===== src/rtl/pipo_bus_pkg.sv =====
// rtl/pipo_bus_pkg.sv - shared FSM type, select encodings and sizes for pipo_bus_responder
package pipo_bus_pkg;

  localparam int WIDTH_DEF = 16;
  localparam int CNT_W     = 4;

  localparam logic [2:0] SEL_SLOT1 = 3'b001;
  localparam logic [2:0] SEL_SLOT2 = 3'b010;
  localparam logic [2:0] SEL_SLOT3 = 3'b100;
  localparam logic [2:0] SEL_SUM   = 3'b111;

  typedef enum logic [1:0] {
    ST_IDLE = 2'd0,
    ST_BUSY = 2'd1,
    ST_RESP = 2'd2
  } state_e;

  function automatic logic is_slot_sel(input logic [2:0] sel);
    return (sel == SEL_SLOT1) || (sel == SEL_SLOT2) || (sel == SEL_SLOT3);
  endfunction

endpackage


===== src/rtl/resp_reg_bank.sv =====
// rtl/resp_reg_bank.sv - three PIPO slots with per-slot write and combinational read mux
// Optional sum read path (slot1 + slot2) under PIPO_BUS_RESP_SUM_EN.
module resp_reg_bank
  import pipo_bus_pkg::*;
#(
  parameter int WIDTH = WIDTH_DEF
) (
  input  logic             clk_i,
  input  logic             rst_i,
  input  logic             wr_en_i,
  input  logic [2:0]       sel_i,
  input  logic [WIDTH-1:0] wdata_i,
  output logic [WIDTH-1:0] rd_data_o,
  output logic             rd_ok_o
);

  logic [WIDTH-1:0] slot1_q, slot2_q, slot3_q;

  always_ff @(posedge clk_i) begin
    if (rst_i) begin
      slot1_q <= '0;
      slot2_q <= '0;
      slot3_q <= '0;
    end else if (wr_en_i) begin
      case (sel_i)
        SEL_SLOT1: slot1_q <= wdata_i;
        SEL_SLOT2: slot2_q <= wdata_i;
        SEL_SLOT3: slot3_q <= wdata_i;
        default: ;
      endcase
    end
  end

  // Unrecognised selects read as zero with rd_ok_o low so the top can flag err.
  always_comb begin
    rd_data_o = '0;
    rd_ok_o   = 1'b0;
    case (sel_i)
      SEL_SLOT1: begin rd_data_o = slot1_q; rd_ok_o = 1'b1; end
      SEL_SLOT2: begin rd_data_o = slot2_q; rd_ok_o = 1'b1; end
      SEL_SLOT3: begin rd_data_o = slot3_q; rd_ok_o = 1'b1; end
`ifdef PIPO_BUS_RESP_SUM_EN
      SEL_SUM:   begin rd_data_o = slot1_q + slot2_q; rd_ok_o = 1'b1; end
`endif
      default: ;
    endcase
  end

endmodule


===== src/rtl/pipo_bus_responder.sv =====
// rtl/pipo_bus_responder.sv - one-at-a-time bus responder with fixed wait states and done/err pulse
// Sum read on sel=111 is enabled by PIPO_BUS_RESP_SUM_EN.
module pipo_bus_responder
  import pipo_bus_pkg::*;
#(
  parameter int WIDTH = WIDTH_DEF,
  parameter int WAIT  = 2
) (
  input  logic             clk_i,
  input  logic             rst_i,
  input  logic             req_i,
  input  logic             we_i,
  input  logic [2:0]       sel_i,
  input  logic [WIDTH-1:0] wdata_i,
  output logic [WIDTH-1:0] rdata_o,
  output logic             done_o,
  output logic             err_o
);

  localparam logic [CNT_W-1:0] WAIT_CNT = CNT_W'(WAIT);

  state_e           state_q, state_d;
  logic [CNT_W-1:0] cnt_q, cnt_d;
  logic             we_q, we_d;
  logic [2:0]       sel_q, sel_d;
  logic [WIDTH-1:0] wdata_q, wdata_d;
  logic [WIDTH-1:0] rdata_q, rdata_d;
  logic             done_q, done_d;
  logic             err_q, err_d;
  logic             bank_wr_en;
  logic [WIDTH-1:0] bank_rd_data;
  logic             bank_rd_ok;

  resp_reg_bank #(.WIDTH(WIDTH)) u_bank (
    .clk_i     (clk_i),
    .rst_i     (rst_i),
    .wr_en_i   (bank_wr_en),
    .sel_i     (sel_q),
    .wdata_i   (wdata_q),
    .rd_data_o (bank_rd_data),
    .rd_ok_o   (bank_rd_ok)
  );

  always_ff @(posedge clk_i) begin
    if (rst_i) begin
      state_q <= ST_IDLE;
      cnt_q   <= '0;
      we_q    <= 1'b0;
      sel_q   <= '0;
      wdata_q <= '0;
      rdata_q <= '0;
      done_q  <= 1'b0;
      err_q   <= 1'b0;
    end else begin
      state_q <= state_d;
      cnt_q   <= cnt_d;
      we_q    <= we_d;
      sel_q   <= sel_d;
      wdata_q <= wdata_d;
      rdata_q <= rdata_d;
      done_q  <= done_d;
      err_q   <= err_d;
    end
  end

  always_comb begin
    state_d = state_q;
    cnt_d   = cnt_q;
    we_d    = we_q;
    sel_d   = sel_q;
    wdata_d = wdata_q;
    case (state_q)
      ST_IDLE: begin
        if (req_i) begin
          we_d    = we_i;
          sel_d   = sel_i;
          wdata_d = wdata_i;
          cnt_d   = WAIT_CNT;
          state_d = (WAIT_CNT == '0) ? ST_RESP : ST_BUSY;
        end
      end
      ST_BUSY: begin
        cnt_d = cnt_q - 1'b1;
        if (cnt_q <= CNT_W'(1)) state_d = ST_RESP;
      end
      ST_RESP: state_d = ST_IDLE;
      default: state_d = ST_IDLE;
    endcase
  end

  // The access itself happens in RESP; its results land in the output registers.
  always_comb begin
    done_d     = 1'b0;
    err_d      = 1'b0;
    rdata_d    = rdata_q;
    bank_wr_en = 1'b0;
    if (state_q == ST_RESP) begin
      done_d = 1'b1;
      if (we_q) begin
        if (is_slot_sel(sel_q)) bank_wr_en = 1'b1;
        else                    err_d      = 1'b1;
      end else begin
        rdata_d = bank_rd_data;
        err_d   = !bank_rd_ok;
      end
    end
  end

  assign rdata_o = rdata_q;
  assign done_o  = done_q;
  assign err_o   = err_q;

endmodule

===== config.mk =====
export PLATFORM = sky130hd
export DESIGN_NAME = pipo_bus_responder
export DESIGN_NICKNAME = d
export VERILOG_FILES = /design/src/rtl/pipo_bus_pkg.sv /design/src/rtl/resp_reg_bank.sv /design/src/rtl/pipo_bus_responder.sv
export SDC_FILE = /design/constraint.sdc
export NUM_CORES = 1
export LEC_CHECK = 0
export ABC_AREA = 1
export CAP_MARGIN = 0
export CORE_MARGIN = 2
export CORE_UTILIZATION = 55
export DETAILED_ROUTE_END_ITERATION = 7
export PLACE_DENSITY_LB_ADDON = 0.15
export SYNTH_ARGS = -nofsm -noshare
export SYNTH_HDL_FRONTEND = slang
export SYNTH_SLANG_ARGS = --single-unit

===== constraint.sdc =====
create_clock -name clk_i -period 2.65 [get_ports clk_i]
set_input_delay 0.795 -clock clk_i [delete_from_list [all_inputs] [get_ports clk_i]]
set_output_delay 0.795 -clock clk_i [all_outputs]
set_load 0.1 [all_outputs]

Word level (Yosys, flattened, before mapping)
Index checks and enable logic that the tools add are counted.

Flip-flop bits (word level): 92. Bits in latches: 0. Bits in writable memories: 0. Bits in read-only memories: 0. Bits of input ports: 23. Output and inout port bits: 18. Memories: 0.

Add/sub/neg operators: 1. Multiply operators: 0. Div/mod/pow operators: 0. $lt $le $gt $ge: 1. Eq/ne operators: 7. Shifts and indexed selects: 0. Muxes and demuxes: 13. Bitwise logic cells: 2. Reduce and logical (&&, ||, !) cells: 14.

Operators with widths (number): $pmux W16 S3 (1); $reduce_and A2 Y1 (7); $pmux W4 S2 (1); $mux W1 (7); $le A4 B1 Y1 const B (1); $mux W2 (2); $mux W4 (1); $ne A2 B2 Y1 const B (2); $pmux W2 S2 (1); $sub A4 B1 Y4 const B (1); $eq A3 B1 Y1 const B (1); $eq A3 B2 Y1 const B (1); $eq A3 B3 Y1 const B (1); $reduce_or A3 Y1 (1); $eq A2 B1 Y1 const B (1); $eq A2 B2 Y1 const B (1); $logic_not A2 Y1 (1); $logic_or A1 B1 Y1 (2); $not A1 Y1 (2); $reduce_bool A2 Y1 (1); $reduce_or A2 Y1 (1); $logic_not A1 Y1 (1).

Logic depth before layout (Yosys ltp)
Gate-level depths: netlist of run 1.

Depth after elaboration: 7. Depth in mapped cells: 9. Depth with buffers taken out: 8.

Modules after synthesis
From an unflattened synthesis of run 1, not the netlist that was laid out.

Cell total of the unflattened synthesis: 593. Area, all modules: 4016.4 µm².

Modules (own cells, without submodules): resp_reg_bank (times used 1, cells an instance 376, area an instance 2382.3 µm²); pipo_bus_responder (times used 1, cells an instance 217, area an instance 1634.1 µm²).

Worst setup path before layout of run 1
OpenSTA, ideal clock, no wires.

Path type: reg2out. From: reg rdata_q[0] (netlist: rdata_o[0]). To: out rdata_o[0]. Data arrival time: 0.925 ns. Required time: 1.855 ns. Path slack: 0.930 ns. Stages on the path, launching flop included: 1. Cell sequence: dfxtp_1.

RTL lines: from (decl) (RTL line pipo_bus_responder.sv:27) `logic [WIDTH-1:0] rdata_q, rdata_d;`; from (signal assigned) (RTL line pipo_bus_responder.sv:60) `rdata_q <= rdata_d;`; to (decl) (RTL line pipo_bus_responder.sv:15) `output logic [WIDTH-1:0] rdata_o,`.

No word-level cell between the ends.

Worst setup path in the final report of run 1
From: reg sel_q[0]. To: reg u_bank.slot1_q[3].

Longest elaborated chain between the ends: 7. Elaborated cells on any way between the ends: 9. Classes of those cells: eq/ne (3); mux (3); reduce/logical (3).

Ends and longest elaborated chain: from (decl) (RTL line pipo_bus_responder.sv:25) `logic [2:0] sel_q, sel_d;`; from (signal assigned) (RTL line pipo_bus_responder.sv:58) `sel_q <= sel_d;`; $eq A3 B1 Y1 or $eq A3 B2 Y1 (tied branches) (RTL line pipo_bus_pkg.sv:19, resp_reg_bank.sv:25); $logic_or A1 B1 Y1 (2 in a row) (RTL line pipo_bus_pkg.sv:19) `return (sel == SEL_SLOT1) || (sel == SEL_SLOT2) || (sel == SEL_SLOT3);`; $mux W1 (RTL line pipo_bus_responder.sv:100) `if (is_slot_sel(sel_q)) bank_wr_en = 1'b1;`; $mux W1 (RTL line pipo_bus_responder.sv:99) `if (we_q) begin`; $mux W1 (RTL line pipo_bus_responder.sv:97) `if (state_q == ST_RESP) begin`; $reduce_and A2 Y1 (no line) (*); to (signal assigned) (RTL line resp_reg_bank.sv:26) `SEL_SLOT1: slot1_q <= wdata_i;`; to (decl) (RTL line resp_reg_bank.sv:17) `logic [WIDTH-1:0] slot1_q, slot2_q, slot3_q;`.

Every way passes the cells marked *; elsewhere a longest branch is shown, timed or not. A chain may end at the register's enable or synchronous reset.

==> results of run 1 <==
==> layer usage <==
| layer | track usage | part of all wire | up-vias | wire length [µm] |
|---|---|---|---|---|
| met4 | 0.113 | 0.016 | 0 | 144 |
| met3 | 0.0358 | 0.058 | 12 | 536 |
| met5 | 0 | 0 | - | 0 |
| met2 | 0.402 | 0.46 | 124 | 4250 |
| met1 | 0.344 | 0.46 | 1575 | 4270 |
| li1 | - | - | 1695 | - |
==> logic make-up after synthesis <==
family	Yosys count	synth area share
fa+ha+maj	2	0.00651
compound gates	98	0.128
buf+inv	50	0.0726
flops	92	0.479
simple gates	247	0.313
==> area by class of cell <==
cell class	count	area [µm²]
fillers	627	2440
flip-flops and latches	92	1840
multi-input cells	347	1720
repair buffers	50	443
clock buffers	12	135
well taps	96	120
inverters	18	81.3
clock inverters	3	15.0
==> stage by stage <==
step | cells | instance area (µm²) | hold WS (ns) | total power (µW)
CTS | 618 | 4360 | 0.469 | 2580
floorplan | 489 | 3840 | 0.442 | 1700
global route | 618 | 4360 | 0.493 | 2670
detailed placement | 603 | 4210 | 0.456 | 1800
global placement | 603 | 4210 | 0.450 | 1800
finish | 618 | 4360 | 0.469 | 2570
==> power breakdown <==
part | total [µW] | switching, µW | internal, µW | leakage, µW
Clock | 791 | 459 | 333 | 0.0000800
Sequential | 1480 | 58.8 | 1430 | 0.000747
Combinational | 291 | 192 | 99.3 | 0.00107
==> worst max path at each step <==
| stage | start | endpoint | slack [ns] | cells after the start |
|---|---|---|---|---|
| after floorplan | rdata_o[0] | rdata_o[0] | 0.93 | 0 |
| after global placement | req_i | sel_q[2] | 0.59 | 6 |
| after detailed placement | req_i | we_q | 0.55 | 6 |
| after CTS | sel_q[0] | u_bank.slot1_q[3] | 0.66 | 6 |
| after global routing | sel_q[0] | u_bank.slot1_q[13] | 0.55 | 6 |
| final | sel_q[0] | u_bank.slot1_q[3] | 0.63 | 6 |
==> cells in the mapped netlist (all sizes together) <==
master,instances
o211ai,1
ha,2
nor2,136
nand2,40
inv,15
nand4,33
clkbuf,11
clkinv,3
buf,21
o21ai,72
a21oi,25
nand3,36
dfxtp,92
nor3,2
==> critical path, stage by stage (launching register included) <==
cell and delay (ns):
dfxtp_1 0.82, buf_4 0.29, nand3_4 0.11, nor2_8 0.30, inv_4 0.16, nor2_1 0.15, nor2_1 0.07
==> state kept, by name, indices dropped and copies added (netlist names) <==
register,flops
cnt_q,4
done_o,1
err_o,1
rdata_o,16
sel_q,3
state_q,2
u_bank.slot1_q,16
u_bank.slot2_q,16
u_bank.slot3_q,16
wdata_q,16
we_q,1
==> qor.csv, run 1 <==
metric,value,unit
layout.nets,543,
worst_hold_path_type,flop to flop,
syn_nets,514,
clock_path_buffers,2,
grt_pass1_vias,3090,
post_cts_resized,0,
critical_path_class,flop to flop,
cap_violations,0,
reg2regPathDepth,6,
clock_skew,0.00824,ns
dp_slack,0.548,ns
tightestPinTransition,0.771,ns
netlist_area,3840,µm²
p_leak,0.00190,µW
slew_headroom,0.485,
fmax,494,MHz
setup-violations-final,0,
yosysWarnings,0,
whs_endpoint,rdata_o[2],
drtPass1Iterations,5,
final_common_cell,nor2_1,
n_antenna_cell,0,
layout_common_cells,"120 x nor2_1, 92 x dfxtp_1, 48 x o21ai_0",
min_from,rdata_o[2],
cts-root-buf,clkbuf_8,
ant_nets,0,
hold_depth,2,
synth.top_cell.area_share,0.479,
hold_violations,0,
portBuffers,40,
grt_setup_unrepaired,no,
post-route-util,0.641,
syn_area_per_cell,7.86,µm²
antenna_found_initial,0,
min_period_over_period,0.764,
grt-ovfl-total,0,
area_growth_syn_to_layout,13.4,%
path_clk_slew,0.09,ns
die_area,7670,µm²
vias,3406,
ir_drop,0.000320,V
totalWireLength,9.20,mm
r2r_slack,0.63,ns
layout_min_cycle_time,2.02,ns
crit_arrival,2.27,ns
dp_hpwl,5.64,mm
synth_cells,489,
holdBufCountCts,0,
ys_seq_elements,92,
gp_congestion,0.792,
ys_types,28,
io_pins,41,
drc,0,
p_per_area,589,nW/µm²
cp_max_fo,17,
crit-reg2reg-capture,u_bank.slot1_q[3],
yosysTopAreaCell,dfxtp_1,
grt_util_all_layers,0.253,
setup_ws,0.626,ns
r2r-start,sel_q[0],
cts_tree,yes,
fin_setup_tns,0,ns
drive_above_1_share,0.134,
start_kind,flop,
cts_made_buffers,9,
coreArea,6790,µm²
status,completed,
post_cts_buffers,0,
cts.htree.levels,3,
grt_pass1_wl,15.1,mm
synth-seq-area-share,0.479,
maxSlewViolCount,0,
drtIter0Drc,258,
clock_latency,0.36,ns
clock-sinks,92,
num_rows,30,
viasPerCell,5.51,
routedWlPerCell,14.9,µm
synthTopCellsByArea,"dfxtp_1 48%, nor2_1 12%, o21ai_0 6.3%",
cp-end-kind,flop,
crit_required,2.90,ns
dieHeight,87.6,µm
die_x,87.6,µm
grt_max_degree,73,
initial_core_util,0.565,
(Power assumes the default switching activity.)
==> run 2: changes to the inputs <==
Settings changed: CORE_UTILIZATION 55 to 50.
Clock period 2.65 ns to 1.75 ns, I/O delays scaled along.
==> qor.csv, run 2 (same netlist as run 1, synthesis figures left out) <==
metric,value,unit,change
drive_above_1_share,0.156,,+0.0216
layout_min_cycle_time,1.51,ns,-0.516 ns
layout.cells.non_filler,632,,+2.3%
critical_path_class,flop to flop,,
dp_hpwl,6.43,mm,+14%
grt_setup_unrepaired,no,,
drtIter0Drc,319,,+24%
p_leak,0.00203,µW,+6.9%
cts_tree,yes,,
fmax,663,MHz,+34%
start_kind,flop,,
vias,3455,,+1.4%
reg2regPathDepth,6,,unchanged
slew_headroom,0.692,,+0.207
maxSlewViolCount,0,,unchanged
tightestPinTransition,0.461,ns,-0.310 ns
grt_pass1_vias,3216,,+4.1%
crit_arrival,1.74,ns,-0.53 ns
layout.nets,554,,+2.0%
cts.htree.levels,3,,unchanged
die_area,8400,µm²,+9.5%
min_from,cnt_q[2],,
coreArea,7330,µm²,+7.9%
crit_chain,clkinv_2 -> buf_4 -> nand4_1 -> nand3_1 -> nand2_1 -> a21oi_1,,
clock_skew,0.0105,ns,+0.00226 ns
grt-ovfl-total,0,,unchanged
clock-sinks,92,,unchanged
min_period_over_period,0.862,,+0.0979
ir_drop,0.000675,V,+110%
initial_core_util,0.524,,-0.0414
placed_cell_area,4530,µm²,+7.7%
setup-violations-final,0,,unchanged
area_growth_syn_to_layout,23.3,%,
routedWlPerCell,15.1,µm,+1.2%
antenna_found_initial,0,,unchanged
fin_area,4730,µm²,+8.7%
worst_hold_path_type,flop to flop,,
cts_made_buffers,9,,unchanged
portBuffers,40,,unchanged
hold_depth,2,,unchanged
slowest_stage,dfxtp_1,,
crit-reg2reg-capture,rdata_o[12],,
path_clk_slew,0.08,ns,about the same
p_per_area,882,nW/µm²,+50%
r2r_slack,0.24,ns,-0.38 ns
grt_util_all_layers,0.239,,-0.0141
status,completed,,
ant_nets,0,,unchanged
post_cts_buffers,0,,unchanged
clock_latency,0.35,ns,about the same
fin_setup_tns,0,ns,unchanged
cp_max_fo,17,,unchanged
cp-end-kind,flop,,
hold_violations,0,,unchanged
dp.cells,617,,+2.3%
crit_required,1.99,ns,-0.91 ns
max_stage_delay,0.61,ns,-0.21 ns
num_rows,31,,+3.3%
die_x,91.7,µm,+4.7%
total_power,4170,µW,+63%
grt_max_degree,52,,-29%
io_pins,41,,unchanged
dieHeight,91.7,µm,+4.7%
grt_pass1_wl,15.9,mm,+5.2%
gp_congestion,0.890,,+12%
cap_violations,0,,unchanged
final_common_cell,nor2_1,,
cts-root-buf,clkbuf_8,,
whs_endpoint,cnt_q[2],,
n_antenna_cell,0,,unchanged
r2r-start,sel_q[0],,
clock_path_buffers,2,,unchanged
viasPerCell,5.47,,-0.81%
layout_common_cells,"120 x nor2_1, 91 x dfxtp_1, 48 x o21ai_0",,
drtPass1Iterations,5,,unchanged
totalWireLength,9.52,mm,+3.4%
drc,0,,unchanged
[run 2: power by group]
group | internal (µW) | switching [µW]
sequential | 2160 | 83.7
clock | 772 | 679
combinational | 180 | 300
[run 2: layout make-up]
cell class / instances / area [µm²]
repair buffers: 61 / 763
clock buffers: 14 / 173
fillers: 646 / 2600
clock inverters: 1 / 30.0
well taps: 99 / 124
inverters: 18 / 81.3
multi-input cells: 347 / 1720
flip-flops and latches: 92 / 1840
[run 2: repair_timing]
item                       in CTS  in global routing
setup endpoints to repair       0                  1
hold buffers                    0                  0
resized for setup               0                  1
[run 2: how the worst max path moves through the flow]
stage	startpoint	endpoint	slack [ns]	cells past startpoint
after floorplan	rdata_o[0]	rdata_o[0]	0.30	0
final	sel_q[0]	rdata_o[12]	0.24	6
after global placement	req_i	wdata_q[3]	0.06	7
after CTS	sel_q[1]	u_bank.slot2_q[0]	0.17	5
after detailed placement	req_i	wdata_q[11]	0.02	7
after global routing	sel_q[0]	rdata_o[13]	0.11	6
[run 2: routing by layer]
| layer | GRT usage | vias to the layer above | part of all wire |
|---|---|---|---|
| li1 | - | 1716 | - |
| met1 | 0.321 | 1597 | 0.44 |
| met2 | 0.387 | 128 | 0.47 |
| met3 | 0.0444 | 14 | 0.067 |
| met4 | 0.0795 | 0 | 0.016 |
| met5 | 0 | - | 0 |
[run 2: worst max-delay path, delay by kind of cell (launching register included)]
family,cells,cell delay (ns)
simple gates,3,0.32
compound gates,1,0.07
flops,1,0.61
buf+inv,2,0.39
[run 2: metrics by stage]
step	hold slack (ns)	utilization	setup slack [ns]
2_1_floorplan	0.442	-	0.300
3_3_place_gp	0.454	0.618	0.0565
3_5_place_dp	0.470	0.618	0.0189
4_1_cts	0.486	0.646	0.169
5_1_grt	0.498	0.646	0.108
6_report	0.481	0.646	0.242
==> run 3: changes to the inputs <==
Settings changed: CTS_BUF_LIST from default to sky130_fd_sc_hd__clkbuf_4 sky130_fd_sc_hd__clkbuf_8, SETUP_SLACK_MARGIN from default to 0.3.
==> qor.csv, run 3 (same netlist as run 1, synthesis figures left out) <==
metric,value,unit,change
status,completed,,
p_per_area,876,nW/µm²,-0.61%
clkPwrFrac,0.353,,+0.005
setup_ws,0.328,ns,+0.0863 ns
internal_power,3150,µW,+1.3%
clock_path_buffers,2,,unchanged
clock-sinks,92,,unchanged
fmax,703,MHz,+6.1%
clock_latency,0.35,ns,about the same
vias,3480,,+0.72%
grt_util_all_layers,0.240,,+0.000876
cts_tree,yes,,
n_antenna_cell,0,,unchanged
crit_family,flip-flops,,
cts_made_buffers,9,,unchanged
drtPass1Iterations,5,,unchanged
crit_arrival,0.90,ns,-0.84 ns
holdBufCountCts,0,,unchanged
dp_slack,0.0189,ns,unchanged
layout_common_cells,"120 x nor2_1, 73 x dfxtp_1, 48 x o21ai_0",,
critPathBufInv,1,,-1
grt-ovfl-total,0,,unchanged
die_x,91.7,µm,unchanged
cts.htree.levels,3,,unchanged
antenna_found_initial,0,,unchanged
num_rows,31,,unchanged
p_leak,0.00208,µW,+2.5%
drtIter0Drc,277,,-13%
crit_required,1.22,ns,-0.77 ns
fin_setup_tns,0,ns,unchanged
hold_violations,0,,unchanged
seq_power_share,0.531,,-0.007
worst_hold_path_type,flop to flop,,
portBuffers,40,,unchanged
critPathLaunch,rdata_o[1],,
slowest_stage,dfxtp_2,,
max_stage_delay,0.37,ns,-0.24 ns
area_growth_syn_to_layout,25.7,%,
cp_max_fo,2,,-15
grt_max_degree,52,,unchanged
routedWlPerCell,15.3,µm,+1.7%
combPwrFrac,0.116,,about the same
maxSlewViolCount,0,,unchanged
post-route-util,0.658,,+0.0126
path_clk_slew,0.08,ns,about the same
slew_headroom,0.712,,+0.0201
grt_pass1_wl,15.9,mm,+0.30%
layout.nets,559,,+0.90%
die_area,8400,µm²,unchanged
cts-root-buf,clkbuf_8,,
critical_path_class,flop to output port,,
ant_nets,0,,unchanged
drive_above_1_share,0.203,,+0.0469
final_common_cell,nor2_1,,
initial_core_util,0.524,,unchanged
io_pins,41,,unchanged
dp_hpwl,6.43,mm,unchanged
cp-end-kind,output port,,
r2r-start,state_q[1],,
crit_chain,buf_12,,
viasPerCell,5.46,,about the same
gp_congestion,0.890,,unchanged
ir_drop,0.000686,V,+1.6%
drc,0,,unchanged
start_kind,flop,,
setup-violations-final,0,,unchanged
clock_skew,0.00880,ns,-0.00170 ns
fillers,626,,-3.1%
p_sw,1080,µW,+1.6%
cap_violations,0,,unchanged
min_from,cnt_q[2],,
grt_pass1_vias,3223,,+0.22%
totalWireLength,9.76,mm,+2.5%
coreArea,7330,µm²,unchanged
dieHeight,91.7,µm,unchanged
grt_setup_unrepaired,yes,,
min_period_over_period,0.812,,-0.0493
layout_min_cycle_time,1.42,ns,-0.0863 ns
p_sw_frac,0.255,,+0.000601
tightestPinTransition,0.431,ns,-0.0301 ns
run 3: cell count changes in the layout (fill, tap and decap cells not counted), sizes merged:
cell / delta
buf: +4
clkbuf: +1
clkinv: -1
inv: +1
run 3: what timing repair did:
item	4_1_cts	5_1_grt
setup buffers	0	4
pin swaps	0	1
cloned	0	1
endpoints found under the setup margin	61	33
gates resized for setup	15	8
run 3: area by class of cell:
cell class                      instances  area (µm²)  share of cell area
Tap cell                               99         124              0.0257
Sequential cell                        92        1870               0.387
Timing Repair Buffer                   66         822               0.170
Multi-Input combinational cell        347        1720               0.356
Inverter                               18        82.6              0.0171
Clock inverter                          1        30.0             0.00622
Clock buffer                           14         180              0.0373
run 3: path summary, 6_finish.rpt:
kind / to / slack [ns] / cells after the start
worst max-delay path: rdata_o[1] / 0.33 / 1
worst min-delay path: cnt_q[2] / 0.48 / 2
worst max register to register: u_bank.slot2_q[3] / 0.39 / 7
worst min register to register: cnt_q[2] / 0.48 / 2
run 3: power groups by stage:
| stage | Sequential, µW | Clock, µW | Combinational, µW |
|---|---|---|---|
| 2_1_floorplan | 2260 | 0 | 314 |
| 3_3_place_gp | 2290 | 0 | 466 |
| 3_5_place_dp | 2290 | 0 | 473 |
| 4_1_cts | 2240 | 1500 | 476 |
| 5_1_grt | 2250 | 1600 | 541 |
| 6_report | 2240 | 1490 | 493 |
run 3: metrics by stage:
step                instance area [µm²]  cells  hold slack, ns  power (µW)
global route                       4830    637           0.497        4390
finish                             4830    637           0.484        4230
CTS                                4760    632           0.486        4220
floorplan                          3840    489           0.442        2580
detailed placement                 4530    617           0.470        2760
global placement                   4530    617           0.454        2750
run 3: metal layers:
layer	up-vias	routed length [µm]	global-route usage
met5	-	0	0
met4	0	138	0.0795
met3	12	454	0.0444
met2	111	4670	0.388
met1	1630	4490	0.323
li1	1727	-	-
